File: config.mk
export PLATFORM = sky130hd
export DESIGN_NAME = mccu_fsm
export DESIGN_NICKNAME = d
export VERILOG_FILES = /design/src/rtl/mccu_pkg.sv /design/src/rtl/mccu_decode.sv /design/src/rtl/mccu_fsm.sv
export SDC_FILE = /design/constraint.sdc
export NUM_CORES = 1
export LEC_CHECK = 0
export ABC_AREA = 1
export CORE_UTILIZATION = 30
export DETAILED_ROUTE_END_ITERATION = 10
export SETUP_SLACK_MARGIN = 0.15
export SKIP_LAST_GASP = 1
export SLEW_MARGIN = 0
export SYNTH_ARGS = -nofsm -noshare
export SYNTH_HDL_FRONTEND = slang
export SYNTH_HIERARCHICAL = 1
export SYNTH_SLANG_ARGS = --single-unit
File: constraint.sdc
create_clock -name clk -period 2.5 [get_ports clk]
set_input_delay 0.5 -clock clk [delete_from_list [all_inputs] [get_ports clk]]
set_output_delay 0.5 -clock clk [all_outputs]
set_load 0.02 [all_outputs]
File: src/rtl/mccu_pkg.sv
// Shared encodings for the multicycle control unit: states, instruction fields,
// ALU codes, mux selects and the decoded instruction class.
package mccu_pkg;

   typedef enum logic [2:0] {
      S_IF  = 3'd0,
      S_ID  = 3'd1,
      S_EXE = 3'd2,
      S_MEM = 3'd3,
      S_WB  = 3'd4
   } state_e;

   localparam logic [5:0] OP_RTYPE = 6'b000000;
   localparam logic [5:0] OP_J     = 6'b000010;
   localparam logic [5:0] OP_JAL   = 6'b000011;
   localparam logic [5:0] OP_BEQ   = 6'b000100;
   localparam logic [5:0] OP_BNE   = 6'b000101;
   localparam logic [5:0] OP_ADDI  = 6'b001000;
   localparam logic [5:0] OP_ANDI  = 6'b001100;
   localparam logic [5:0] OP_ORI   = 6'b001101;
   localparam logic [5:0] OP_XORI  = 6'b001110;
   localparam logic [5:0] OP_LUI   = 6'b001111;
   localparam logic [5:0] OP_LW    = 6'b100011;
   localparam logic [5:0] OP_SW    = 6'b101011;

   localparam logic [5:0] F_ADD = 6'b100000;
   localparam logic [5:0] F_SUB = 6'b100010;
   localparam logic [5:0] F_AND = 6'b100100;
   localparam logic [5:0] F_OR  = 6'b100101;
   localparam logic [5:0] F_XOR = 6'b100110;
   localparam logic [5:0] F_SLL = 6'b000000;
   localparam logic [5:0] F_SRL = 6'b000010;
   localparam logic [5:0] F_SRA = 6'b000011;
   localparam logic [5:0] F_JR  = 6'b001000;

   localparam logic [3:0] ALUC_ADD = 4'b0000;
   localparam logic [3:0] ALUC_SUB = 4'b0100;
   localparam logic [3:0] ALUC_AND = 4'b0001;
   localparam logic [3:0] ALUC_OR  = 4'b0101;
   localparam logic [3:0] ALUC_XOR = 4'b0010;
   localparam logic [3:0] ALUC_LUI = 4'b0110;
   localparam logic [3:0] ALUC_SLL = 4'b0011;
   localparam logic [3:0] ALUC_SRL = 4'b0111;
   localparam logic [3:0] ALUC_SRA = 4'b1111;

   localparam logic [1:0] ASB_QB   = 2'b00;
   localparam logic [1:0] ASB_FOUR = 2'b01;
   localparam logic [1:0] ASB_IMM  = 2'b10;

   localparam logic [1:0] PC_P4  = 2'b00;
   localparam logic [1:0] PC_BPC = 2'b01;
   localparam logic [1:0] PC_QA  = 2'b10;
   localparam logic [1:0] PC_JPC = 2'b11;

   typedef enum logic [3:0] {
      C_ILL, C_RALU, C_SHIFT, C_JR, C_BEQ, C_BNE,
      C_IALU, C_LW, C_SW, C_J, C_JAL
   } iclass_e;

   typedef struct packed {
      iclass_e    cls;
      logic [3:0] aluc;
      logic       sext;
   } dec_t;

endpackage

File: src/rtl/mccu_decode.sv
// Combinational op/func decode into an instruction class plus the ALU code
// and sign-extension select used in EXE.
module mccu_decode
   import mccu_pkg::*;
(
   input  logic [5:0] op_i,
   input  logic [5:0] func_i,
   output dec_t       dec_o
);

   always_comb begin
      dec_o.cls  = C_ILL;
      dec_o.aluc = ALUC_ADD;
      dec_o.sext = 1'b0;
      case (op_i)
         OP_RTYPE: begin
            case (func_i)
               F_ADD:   dec_o.cls = C_RALU;
               F_SUB:   begin dec_o.cls = C_RALU;  dec_o.aluc = ALUC_SUB; end
               F_AND:   begin dec_o.cls = C_RALU;  dec_o.aluc = ALUC_AND; end
               F_OR:    begin dec_o.cls = C_RALU;  dec_o.aluc = ALUC_OR;  end
               F_XOR:   begin dec_o.cls = C_RALU;  dec_o.aluc = ALUC_XOR; end
               F_SLL:   begin dec_o.cls = C_SHIFT; dec_o.aluc = ALUC_SLL; end
               F_SRL:   begin dec_o.cls = C_SHIFT; dec_o.aluc = ALUC_SRL; end
               F_SRA:   begin dec_o.cls = C_SHIFT; dec_o.aluc = ALUC_SRA; end
               F_JR:    dec_o.cls = C_JR;
               default: dec_o.cls = C_ILL;
            endcase
         end
         OP_ADDI: begin dec_o.cls = C_IALU; dec_o.sext = 1'b1; end
         OP_ANDI: begin dec_o.cls = C_IALU; dec_o.aluc = ALUC_AND; end
         OP_ORI:  begin dec_o.cls = C_IALU; dec_o.aluc = ALUC_OR;  end
         OP_XORI: begin dec_o.cls = C_IALU; dec_o.aluc = ALUC_XOR; end
         OP_LUI:  begin dec_o.cls = C_IALU; dec_o.aluc = ALUC_LUI; end
         OP_LW:   begin dec_o.cls = C_LW;   dec_o.sext = 1'b1; end
         OP_SW:   begin dec_o.cls = C_SW;   dec_o.sext = 1'b1; end
         OP_BEQ:  begin dec_o.cls = C_BEQ;  dec_o.aluc = ALUC_SUB; end
         OP_BNE:  begin dec_o.cls = C_BNE;  dec_o.aluc = ALUC_SUB; end
         OP_J:    dec_o.cls = C_J;
         OP_JAL:  dec_o.cls = C_JAL;
         default: dec_o.cls = C_ILL;
      endcase
   end

endmodule

File: src/rtl/mccu_fsm.sv
// Multicycle control unit: IF/ID/EXE/MEM/WB sequencer with memory-ready
// handshake and a saturating memory-stall counter.
module mccu_fsm
   import mccu_pkg::*;
#(
   parameter int CNT_W = 16
) (
   input  logic             clk,
   input  logic             clrn,
   input  logic [5:0]       op,
   input  logic [5:0]       func,
   input  logic             z,
   input  logic             mem_rdy,
   output logic             rmem,
   output logic             wmem,
   output logic             iord,
   output logic             wpc,
   output logic             wir,
   output logic             wreg,
   output logic             regrt,
   output logic             m2reg,
   output logic             shift,
   output logic             jal,
   output logic             sext,
   output logic             selpc,
   output logic [1:0]       alusrcb,
   output logic [3:0]       aluc,
   output logic [1:0]       pcsrc,
   output logic [2:0]       state,
   output logic             illegal,
   output logic [CNT_W-1:0] stall_cnt
);

   state_e           state_q, state_d;
   logic [CNT_W-1:0] stall_q, stall_d;
   dec_t             dec;
   logic             wpc_c, wir_c, wreg_c, rmem_c, wmem_c, ill_c;

   mccu_decode u_decode (
      .op_i   (op),
      .func_i (func),
      .dec_o  (dec)
   );

   always_ff @(posedge clk) begin
      if (clrn) begin
         state_q <= S_IF;
         stall_q <= '0;
      end else begin
         state_q <= state_d;
         stall_q <= stall_d;
      end
   end

   always_comb begin
      stall_d = stall_q;
      if ((state_q == S_IF || state_q == S_MEM) && !mem_rdy && stall_q != '1)
         stall_d = stall_q + 1'b1;
   end

   always_comb begin
      state_d = state_q;
      wpc_c   = 1'b0;
      wir_c   = 1'b0;
      wreg_c  = 1'b0;
      rmem_c  = 1'b0;
      wmem_c  = 1'b0;
      ill_c   = 1'b0;
      iord    = 1'b0;
      regrt   = 1'b0;
      m2reg   = 1'b0;
      shift   = 1'b0;
      jal     = 1'b0;
      sext    = 1'b0;
      selpc   = 1'b0;
      alusrcb = ASB_QB;
      aluc    = ALUC_ADD;
      pcsrc   = PC_P4;
      case (state_q)
         S_IF: begin
            rmem_c  = 1'b1;
            selpc   = 1'b1;
            alusrcb = ASB_FOUR;
            if (mem_rdy) begin
               wir_c   = 1'b1;
               wpc_c   = 1'b1;
               state_d = S_ID;
            end
         end
         S_ID: begin
            case (dec.cls)
               C_J: begin
                  wpc_c   = 1'b1;
                  pcsrc   = PC_JPC;
                  state_d = S_IF;
               end
               C_JAL: begin
                  wpc_c   = 1'b1;
                  pcsrc   = PC_JPC;
                  wreg_c  = 1'b1;
                  jal     = 1'b1;
                  state_d = S_IF;
               end
               C_ILL: begin
                  ill_c   = 1'b1;
                  state_d = S_IF;
               end
               default: state_d = S_EXE;
            endcase
         end
         S_EXE: begin
            aluc    = dec.aluc;
            sext    = dec.sext;
            state_d = S_WB;
            case (dec.cls)
               C_SHIFT: shift = 1'b1;
               C_JR: begin
                  wpc_c   = 1'b1;
                  pcsrc   = PC_QA;
                  state_d = S_IF;
               end
               C_BEQ, C_BNE: begin
                  if ((dec.cls == C_BEQ && z) || (dec.cls == C_BNE && !z)) begin
                     wpc_c = 1'b1;
                     pcsrc = PC_BPC;
                  end
                  state_d = S_IF;
               end
               C_IALU: alusrcb = ASB_IMM;
               C_LW, C_SW: begin
                  alusrcb = ASB_IMM;
                  state_d = S_MEM;
               end
               default: ;
            endcase
         end
         S_MEM: begin
            // Selects stay frozen while waiting so the memory sees a stable request.
            iord = 1'b1;
            if (dec.cls == C_LW) rmem_c = 1'b1;
            else                 wmem_c = 1'b1;
            if (mem_rdy) state_d = (dec.cls == C_LW) ? S_WB : S_IF;
         end
         S_WB: begin
            wreg_c  = 1'b1;
            regrt   = (dec.cls == C_IALU) || (dec.cls == C_LW);
            m2reg   = (dec.cls == C_LW);
            state_d = S_IF;
         end
         default: state_d = S_IF;
      endcase
   end

   // Side-effecting strobes are held off for the whole reset cycle.
   assign wpc     = wpc_c  & ~clrn;
   assign wir     = wir_c  & ~clrn;
   assign wreg    = wreg_c & ~clrn;
   assign rmem    = rmem_c & ~clrn;
   assign wmem    = wmem_c & ~clrn;
   assign illegal = ill_c  & ~clrn;

   assign state     = state_q;
   assign stall_cnt = stall_q;

endmodule

==> results of run 1 <==
-- power breakdown --
group / switching (uW) / leakage [uW] / internal, uW
Combinational: 162 / 0.00112 / 124
Sequential: 11.6 / 0.000154 / 310
Clock: 109 / 0.0000255 / 111
Total: 282 / 0.00130 / 544
-- per-stage QoR --
stage	TNS, ns	power [uW]	hold slack (ns)
floorplan	0	460.8	0.5711
global placement	-11.30	570.6	0.5025
detailed placement	-11.48	572.2	0.5083
CTS	0	816.8	0.5203
global route	-0.3309	873.3	0.5694
finish	0	826.5	0.5218
-- worst min-delay path by stage --
| stage | start | end | cells after the start |
|---|---|---|---|
| 2_1_floorplan | stall_cnt[15] | stall_cnt[15] | 2 |
| 3_3_place_gp | stall_cnt[15] | stall_cnt[15] | 2 |
| 6_report | stall_cnt[15] | stall_cnt[15] | 2 |
| 5_1_grt | stall_cnt[8] | stall_cnt[8] | 2 |
| 3_5_place_dp | stall_cnt[15] | stall_cnt[15] | 2 |
| 4_1_cts | stall_cnt[15] | stall_cnt[15] | 2 |
-- layer usage --
layer	GRT usage	wire length [um]	up-vias
li1	-	-	1203
met1	0.2230	2521	1029
met2	0.3424	2863	43
met3	0.01932	184	6
met4	0.05179	72	0
met5	0	0	-
-- cells by family after synthesis --
| kind of cell | share of synthesized area |
|---|---|
| AOI/OAI and AO/OA | 0.1215 |
| buffers and inverters | 0.1188 |
| adders and majority gates | 0.006788 |
| and+or+nand+nor | 0.5132 |
| DFF | 0.2064 |
| xor gates and xnor gates | 0.03327 |
-- cell type report --
class / count / area share
Sequential cell: 19 / 0.1250
Timing Repair Buffer: 95 / 0.2775
Clock buffer: 3 / 0.01352
Tap cell: 75 / 0.03074
Clock inverter: 1 / 0.001639
Multi-Input combinational cell: 250 / 0.4885
Inverter: 49 / 0.06311
-- registers in the layout, summed over array words and instances (netlist names) --
register / cells
stall_cnt: 16
state: 3
-- worst min-delay path: cells and delay by family (launching register included) --
kind | cells | cell delay, ns
and+or+nand+nor | 1 | 0.07
AOI/OAI and AO/OA | 1 | 0.06
DFF | 1 | 0.34
-- synthesized netlist by cell type (all sizes together) (3+ instances only) --
cell	n
a21oi	20
buf	4
dfxtp	19
inv	48
nand2	107
nand3	30
nand4	9
nor2	58
nor3	4
o21ai	10
xnor2	4
xor2	3
-- timing repair --
item	CTS	global route
resized for setup	180	46
setup endpoints to repair	18	14
pin swaps	33	29
buffers inserted	7	3
==> results.yml, run 1 <==
run_status:
  status: "complete, no violations"
place:
  post-dp-hpwl_mm: 4.137
  dpl.cell_count: 478
  io_buffers: 55
  dpl-instance-area_mm2: 0.002716
  gp_congestion: 0.8292
  pre_cts_slack_ns: -0.9158
yosys:
  synth-edff-count: 0
  synth_fp_nets: 340
  avgSynthCellArea_um2: 5.706
  yosysWarnings: 6
  netlist_instances: 323
  synthDistinctLibCells: 30
  synth-seq-cells: 19
  ys.flop_type: "dfxtp_1"
  syn_area_mm2: 0.001843
  synth_top_cell_by_area: "dfxtp_1"
  synthArstFlopShare: 0
  synth_top_area_frac: 0.2064
  yosysSeqAreaShare: 0.2064
  synth_area_leaders: "dfxtp_1 (21%), nand2_1 (21%), nor2_1 (10%)"
power:
  p_leak_uw: 0.001295
  peakVddDrop_mv: 0.2241
  power_density_mw_per_mm2: 270.7
route:
  finalWirelength_mm: 5.641
  drc: 0
  vias: 2281
  wl_per_cell_um: 11.47
  post_drt_via_cell_ratio: 4.636
  drt_pass1_iterations: 4
  drt_iter0_markers: 68
  final_antenna_net_count: 0
clock_tree:
  clk_path_buf_depth: 2
  numCtsBuffers: 3
  tritoncts: "built"
  cts.sinks: 19
  cts_hold_buffers: 0
  root_buffer: "clkbuf_8"
  h-tree-depth: 1
  clk_latency_ns: 0.26
  cts.clk_slew.worst_paths_ns: 0.08
grt:
  grt_pass1_wl_mm: 9.597
  grt_max_degree: 17
  grt_antenna_before_repair: 0
  grt_use_total: 0.1852
  grt_pass1_vias: 2213
  grt_overflow: 0
floorplan:
  die_w_um: 80.38
  num_io_pins: 56
  dieArea_mm2: 0.006461
  core_area_mm2: 0.005921
  rows: 28
  start_util: 0.3113
  die_y_um: 80.38
final_layout:
  fillers: 598
  final_area_mm2: 0.003053
  fin_cells: 492
  antenna_cells: 0
  final_net_count: 435
  syn2layout_area_growth_pct: 65.65
  ff_latch_area_um2: 381.6
  mostFrequentLayoutCell: "nand2_1"
  multiInputGateArea_mm2: 0.001491
  drive_above_1_share: 0.4077
  mostFrequentLayoutCells: "nand2_1 (84), buf_4 (40), nor2_1 (36)"
  utilization: 0.5156
timing:
  tightest_slew_ns: 0.4893
  fmax_mhz: 405.6
  rsz0062_at_grt: "true"
  hold_viol: 0
  fin_crit_ns: 2.466
  setup-violations-final: 0
  relSlewSlack: 0.6726
  setup_ws_ns: 0.03423
  period_share: 0.9863
  fin_worst_skew_ns: 0.002243
  slew_violations: 0
setup_path:
  r2r-start: "stall_cnt[0]"
  crit_start: "op[4]"
  arrival_ns: 1.97
  crit_buf_inv: 4
  crit_slowest_cell: "nor2_4"
  path_class: "in -> out"
  cp_max_fo: 8
  r2r-end: "stall_cnt[5]"
  critPathCapture: "wpc"
  startpoint_type: "input pin"
  cp_cell_sequence: "buf_8 -> nor2_4 -> inv_2 -> nor2_4 -> nand2_1 -> nand3_2 -> inv_2 -> nor2_2 -> nand2_1 -> o21ai_2 -> nand2_2 -> nand4_1 -> and2_4 -> buf_6"
  worst_ep_required_time_ns: 2.00
  endpoint_kind: "primary output"
  rr_worst_depth: 7
  cp_top_family: "simple AND/OR/NAND/NOR gates"
  cp.depth: 14
  max_stage_delay_ns: 0.21
  r2r_slack_ns: 0.66
worst_hold_path:
  hold_class: "reg -> reg"
flow_run:
  drv_cap: 0
Power figures use the tool's default switching activity.
==> run 2, diff against run 1 <==
==> constraint.sdc (replaced) <==
create_clock -name clk -period 3 [get_ports clk]
set_input_delay 0.6 -clock clk [delete_from_list [all_inputs] [get_ports clk]]
set_output_delay 0.6 -clock clk [all_outputs]
set_load 0.02 [all_outputs]
==> run 2 against run 1 <==
Effect of this change:
- register-to-register slack better by 0.52 ns
- wire length grew 0.32%
- via count up 1.6%
- largest power group unchanged
- count of clock-buffer cells in the layout unchanged
- clock power decreased by 17%
- cell area is 3.8% lower
- critical path depth increased by 6
- largest cell class unchanged
- utilization fell by 1.9 points
- final cell count up 1.6%
==> results.yml, run 2 (synthesis gave the netlist of run 1 again) <==
run_status:
  status: "complete, no violations"
grt:
  grt_max_degree: 17
  grt_antenna_before_repair: 0
  grt_overflow: 0
  grt_use_total: 0.1758
  grt_pass1_vias: 1931
  grt_pass1_wl_mm: 8.956
clock_tree:
  root_buffer: "clkbuf_8"
  clk_path_buf_depth: 2
  tritoncts: "built"
  cts_hold_buffers: 0
  cts.clk_slew.worst_paths_ns: 0.07
  numCtsBuffers: 3
  cts.sinks: 19
  h-tree-depth: 1
  clk_latency_ns: 0.26
setup_path:
  startpoint_type: "input pin"
  cp_max_fo: 8
  worst_ep_required_time_ns: 3.14
  endpoint_kind: "flop"
  path_class: "in -> reg"
  arrival_ns: 2.90
final_layout:
  final_net_count: 443
  syn2layout_area_growth_pct: 59.40
  drive_above_1_share: 0.3506
  mostFrequentLayoutCell: "nand2_1"
  largest_reg_flops: 16
  mostFrequentLayoutCells: "nand2_1 (91), buf_4 (51), nor2_1 (38)"
  utilization: 0.4962
  antenna_cells: 0
floorplan:
  num_io_pins: 56
  start_util: 0.3113
  rows: 28
  core_area_mm2: 0.005921
  die_y_um: 80.38
  dieArea_mm2: 0.006461
  die_w_um: 80.38
timing:
  fin_worst_skew_ns: 0.001021
  tightest_slew_ns: 0.5161
  fin_setup_tns_ns: 0
  rsz0062_at_grt: "false"
  setup_ws_ns: 0.2415
  slew_violations: 0
  period_share: 0.9195
  hold_viol: 0
  fin_crit_ns: 2.758
  fmax_mhz: 362.5
  setup-violations-final: 0
  relSlewSlack: 0.6533
place:
  post-dp-hpwl_mm: 4.159
  io_buffers: 55
  gp_congestion: 0.9048
  pre_cts_slack_ns: -0.6776
route:
  wl_per_cell_um: 11.32
  post_drt_via_cell_ratio: 4.634
  drt_pass1_iterations: 4
  drt_iter0_markers: 107
  finalWirelength_mm: 5.659
  final_antenna_net_count: 0
  drc: 0
  vias: 2317
flow_run:
  drv_cap: 0
power:
  finalPower_uw: 667.8
  power_density_mw_per_mm2: 227.3
  p_leak_uw: 0.001310
  peakVddDrop_mv: 0.1451
worst_hold_path:
  hold_class: "reg -> reg"
[run 2: stage by stage]
stage / instances / hold slack, ns / instance area (um^2)
floorplan: 323 / 0.5711 / 1847
global placement: 485 / 0.5158 / 2735
detailed placement: 485 / 0.5151 / 2735
CTS: 500 / 0.5289 / 2895
global route: 500 / 0.5470 / 2938
finish: 500 / 0.5239 / 2938
[run 2: worst paths after layout]
check,from,end,slack (ns),cells after the start
max,op[4],state[1],0.24,20
min,stall_cnt[15],stall_cnt[15],0.52,2
max reg2reg,stall_cnt[0],stall_cnt[3],1.18,7
min reg2reg,stall_cnt[15],stall_cnt[15],0.52,2
[run 2: repair_timing]
item	CTS	global route
pin swaps	18	21
setup endpoints to repair	17	16
setup buffers	11	0
resized for setup	97	51
[run 2: routing by layer]
metal / part of all wire / wire length [um] / track usage / vias up
met5: 0 / 0 / 0 / -
met4: 0.0060 / 34 / 0.03214 / 0
met3: 0.036 / 201 / 0.02386 / 4
met2: 0.46 / 2590 / 0.2763 / 57
met1: 0.50 / 2833 / 0.2539 / 1035
li1: - / - / - / 1221
[run 2: area by class of cell]
type	instances	area, um^2
Multi-Input combinational cell	250	1394
Tap cell	75	93.84
Clock inverter	1	5.005
Sequential cell	19	380.4
Fill cell	605	2983
Timing Repair Buffer	103	835.8
Inverter	49	187.7
Clock buffer	3	41.29
[run 2: report_power, final]
group	total [uW]	internal [uW]	leakage, uW	switching (uW)
logic	218	90.0	0.00113	128
registers	268	258	0.000154	9.59
clock network	183	92.6	0.0000255	90.0
[run 2: worst max-delay path: stages]
cell	delay, ns
buf_4	0.12
nor2_4	0.23
inv_2	0.08
nor2_4	0.14
nand2_1	0.11
nand3_4	0.12
nand2_4	0.08
nor2_4	0.10
inv_2	0.06
buf_4	0.13
buf_4	0.12
buf_4	0.12
buf_4	0.12
buf_4	0.12
buf_4	0.12
buf_4	0.12
buf_4	0.12
buf_4	0.12
nand4_1	0.09
a31oi_1	0.08
==> RTL edit: new RTL, config.mk and constraints of run 1 <==
Set the parameter `CNT_W` to 32 (it was 16).
--- a/src/rtl/mccu_fsm.sv
+++ b/src/rtl/mccu_fsm.sv
@@ -4,5 +4,5 @@
    import mccu_pkg::*;
 #(
-   parameter int CNT_W = 16
+   parameter int CNT_W = 32
 ) (
    input  logic             clk,
Ports: changed (resized stall_cnt); port bits go from 56 to 72. The function was not compared with the original's and may differ.
==> RTL edit against run 1 <==
The flow now finishes with violations (setup timing); cell area is 45% higher; wire length rose by 65%; sequential cell count grew 16; power up 63%; highest routed layer unchanged; non-clock buffer count up 22; critical path depth is 1 higher; synthesized area rose by 67%; setup slack worse by 0.26 ns.
==> RTL edit: results <==
metrics = {
    "run_status": {
        "outcome": "finished with violations",
        "violations": "setup timing",
    },
    "grt": {
        "track_usage_pct": 18.4,
        "grt_pass1_vias": 3347,
        "grt_use_met2_pct": 31.8,
        "antenna_found_initial": 0,
        "grt_use_met1_pct": 23.4,
        "grt_first_pass_wirelength_um": 15600,
        "use_met3_pct": 3.09,
        "grt_max_degree": 31,
    },
    "logic_synthesis": {
        "synth_xor_area_share_pct": 4.26,
        "async_flop_share_pct": 0,
        "synth_nets": 540,
        "syn_avg_cell_area_um2": 5.89,
        "synth_seq_area_share_pct": 22.7,
        "synth_fa_ha_area_share_pct": 0.406,
        "synth-compound-area-share_pct": 9.38,
        "synth_top_cells_by_area": "dfxtp_1, nand2_1, nor2_1, inv_1, nand3_1",
        "synth_cell_type_count": 29,
        "synth_common_cells": "nand2_1, nor2_1, inv_1, nand3_1, dfxtp_1",
        "muxShareOfSynthArea_pct": 0,
    },
    "power": {
        "p_leak_uw": 0.00184,
        "irDropWorstVdd_mv": 0.154,
    },
    "critical_path": {
        "cpPeakStageDelay_ns": 0.19,
        "crit_fanout": 8,
        "critPathLaunch": "op[5]",
        "cp_slowest_cell": "nor2_4",
        "cp_data_arrival_time_ns": 2.23,
    },
    "placement": {
        "dp_slack_ns": -0.996,
        "postPlaceCellArea_um2": 4110,
        "dp_hpwl_um": 7020,
        "routabilityCongestion": 0.900,
        "io_buffers": 71,
    },
    "sta": {
        "setup_viol": 6,
        "fin_ws_ns": -0.231,
        "fin_tns_setup_ns": -0.741,
        "worst_slew_pin_slew_ns": 0.446,
        "maxSlewViolCount": 0,
        "finClkSkew_ns": 0.00664,
    },
    "finish": {
        "largest_reg_flops": 32,
        "fill_cells": 1014,
        "layout-drive-gt1-share_pct": 28.5,
        "nNetsFinal": 654,
    },
    "clock_network": {
        "tritoncts.num_buffers": 5,
        "clk_latency_ns": 0.29,
        "htree_levels": 2,
        "path_clk_slew_ns": 0.07,
        "cts_buffer_depth": 2,
    },
    "hold_path": {
        "hold_path_class": "reg -> reg",
        "min_from": "stall_cnt[6]$_SDFFE_PP0P_",
    },
    "route": {
        "post_drt_via_cell_ratio": 4.56,
        "first_iter_violations": 108,
        "wl_per_cell_um": 12.0,
    },
}
-- RTL edit: cell types whose count changed after synthesis, sizes merged, moves of 10 or more --
cell / run 1 / this run
dfxtp: 19 / 35
nand2: 107 / 193
a21oi: 20 / 30
nor2: 58 / 104
inv: 48 / 67
nand3: 30 / 41
-- RTL edit: path summary, 6_finish.rpt --
kind                            cells past startpoint  slack (ns)                          to
worst max-delay path                               15       -0.23                    pcsrc[0]
worst min-delay path                                2        0.53   stall_cnt[6]$_SDFFE_PP0P_
worst max register to register                     10        0.63  stall_cnt[26]$_SDFFE_PP0P_
worst min register to register                      2        0.53   stall_cnt[6]$_SDFFE_PP0P_
-- RTL edit: where the power goes --
group	total [uW]	internal (uW)	leakage, uW	switching [uW]
combinational	309	122	0.00151	187
sequential	573	564	0.000283	8.66
clock	462	252	0.0000515	210
total	1340	938	0.00184	405
-- RTL edit: kinds of logic (layout without fill, tap and decap cells) --
| family | Yosys count | after routing |
|---|---|---|
| compound gates | 40 | 40 |
| xor+xnor | 15 | 15 |
| fa+ha+maj | 1 | 1 |
| buf+inv | 77 | 192 |
| flops | 35 | 35 |
| simple gates | 355 | 355 |
-- RTL edit: critical path: cells and delay by family --
family                 cells  cell delay [ns]
AND/OR/NAND/NOR            7             0.84
buffers and inverters      6             0.62
AO/OA/AOI/OAI              2             0.27
-- RTL edit: layer usage --
layer  part of all wire (%)  vias to the layer above  wire length (um)
met3                    3.5                       14               325
met4                    1.8                        0               165
met5                      0                        -                 0
met2                     49                       72              4510
met1                     46                     1583              4280
li1                       -                     1850                 -
-- RTL edit: layout make-up --
class	count	area, um^2	area share (%)
clock buffers	8	100	2.25
well taps	133	166	3.75
multi-input cells	411	2210	49.7
inverters	67	254	5.72
flip-flops and latches	35	701	15.8
repair buffers	117	1010	22.8
-- RTL edit: what timing repair did --
action                     in CTS  in global routing
setup endpoints to repair      20                 16
resized for setup             159                 35
pin swaps                      25                 19
buffers inserted                7                  8
-- RTL edit: stage by stage --
stage | std cells | power, uW | util (%)
finish | 771 | 1340 | 45.0
global route | 771 | 1400 | 45.0
CTS | 763 | 1340 | 44.0
detailed placement | 748 | 867 | 41.6
global placement | 748 | 863 | 41.6
floorplan | 523 | 762 | -
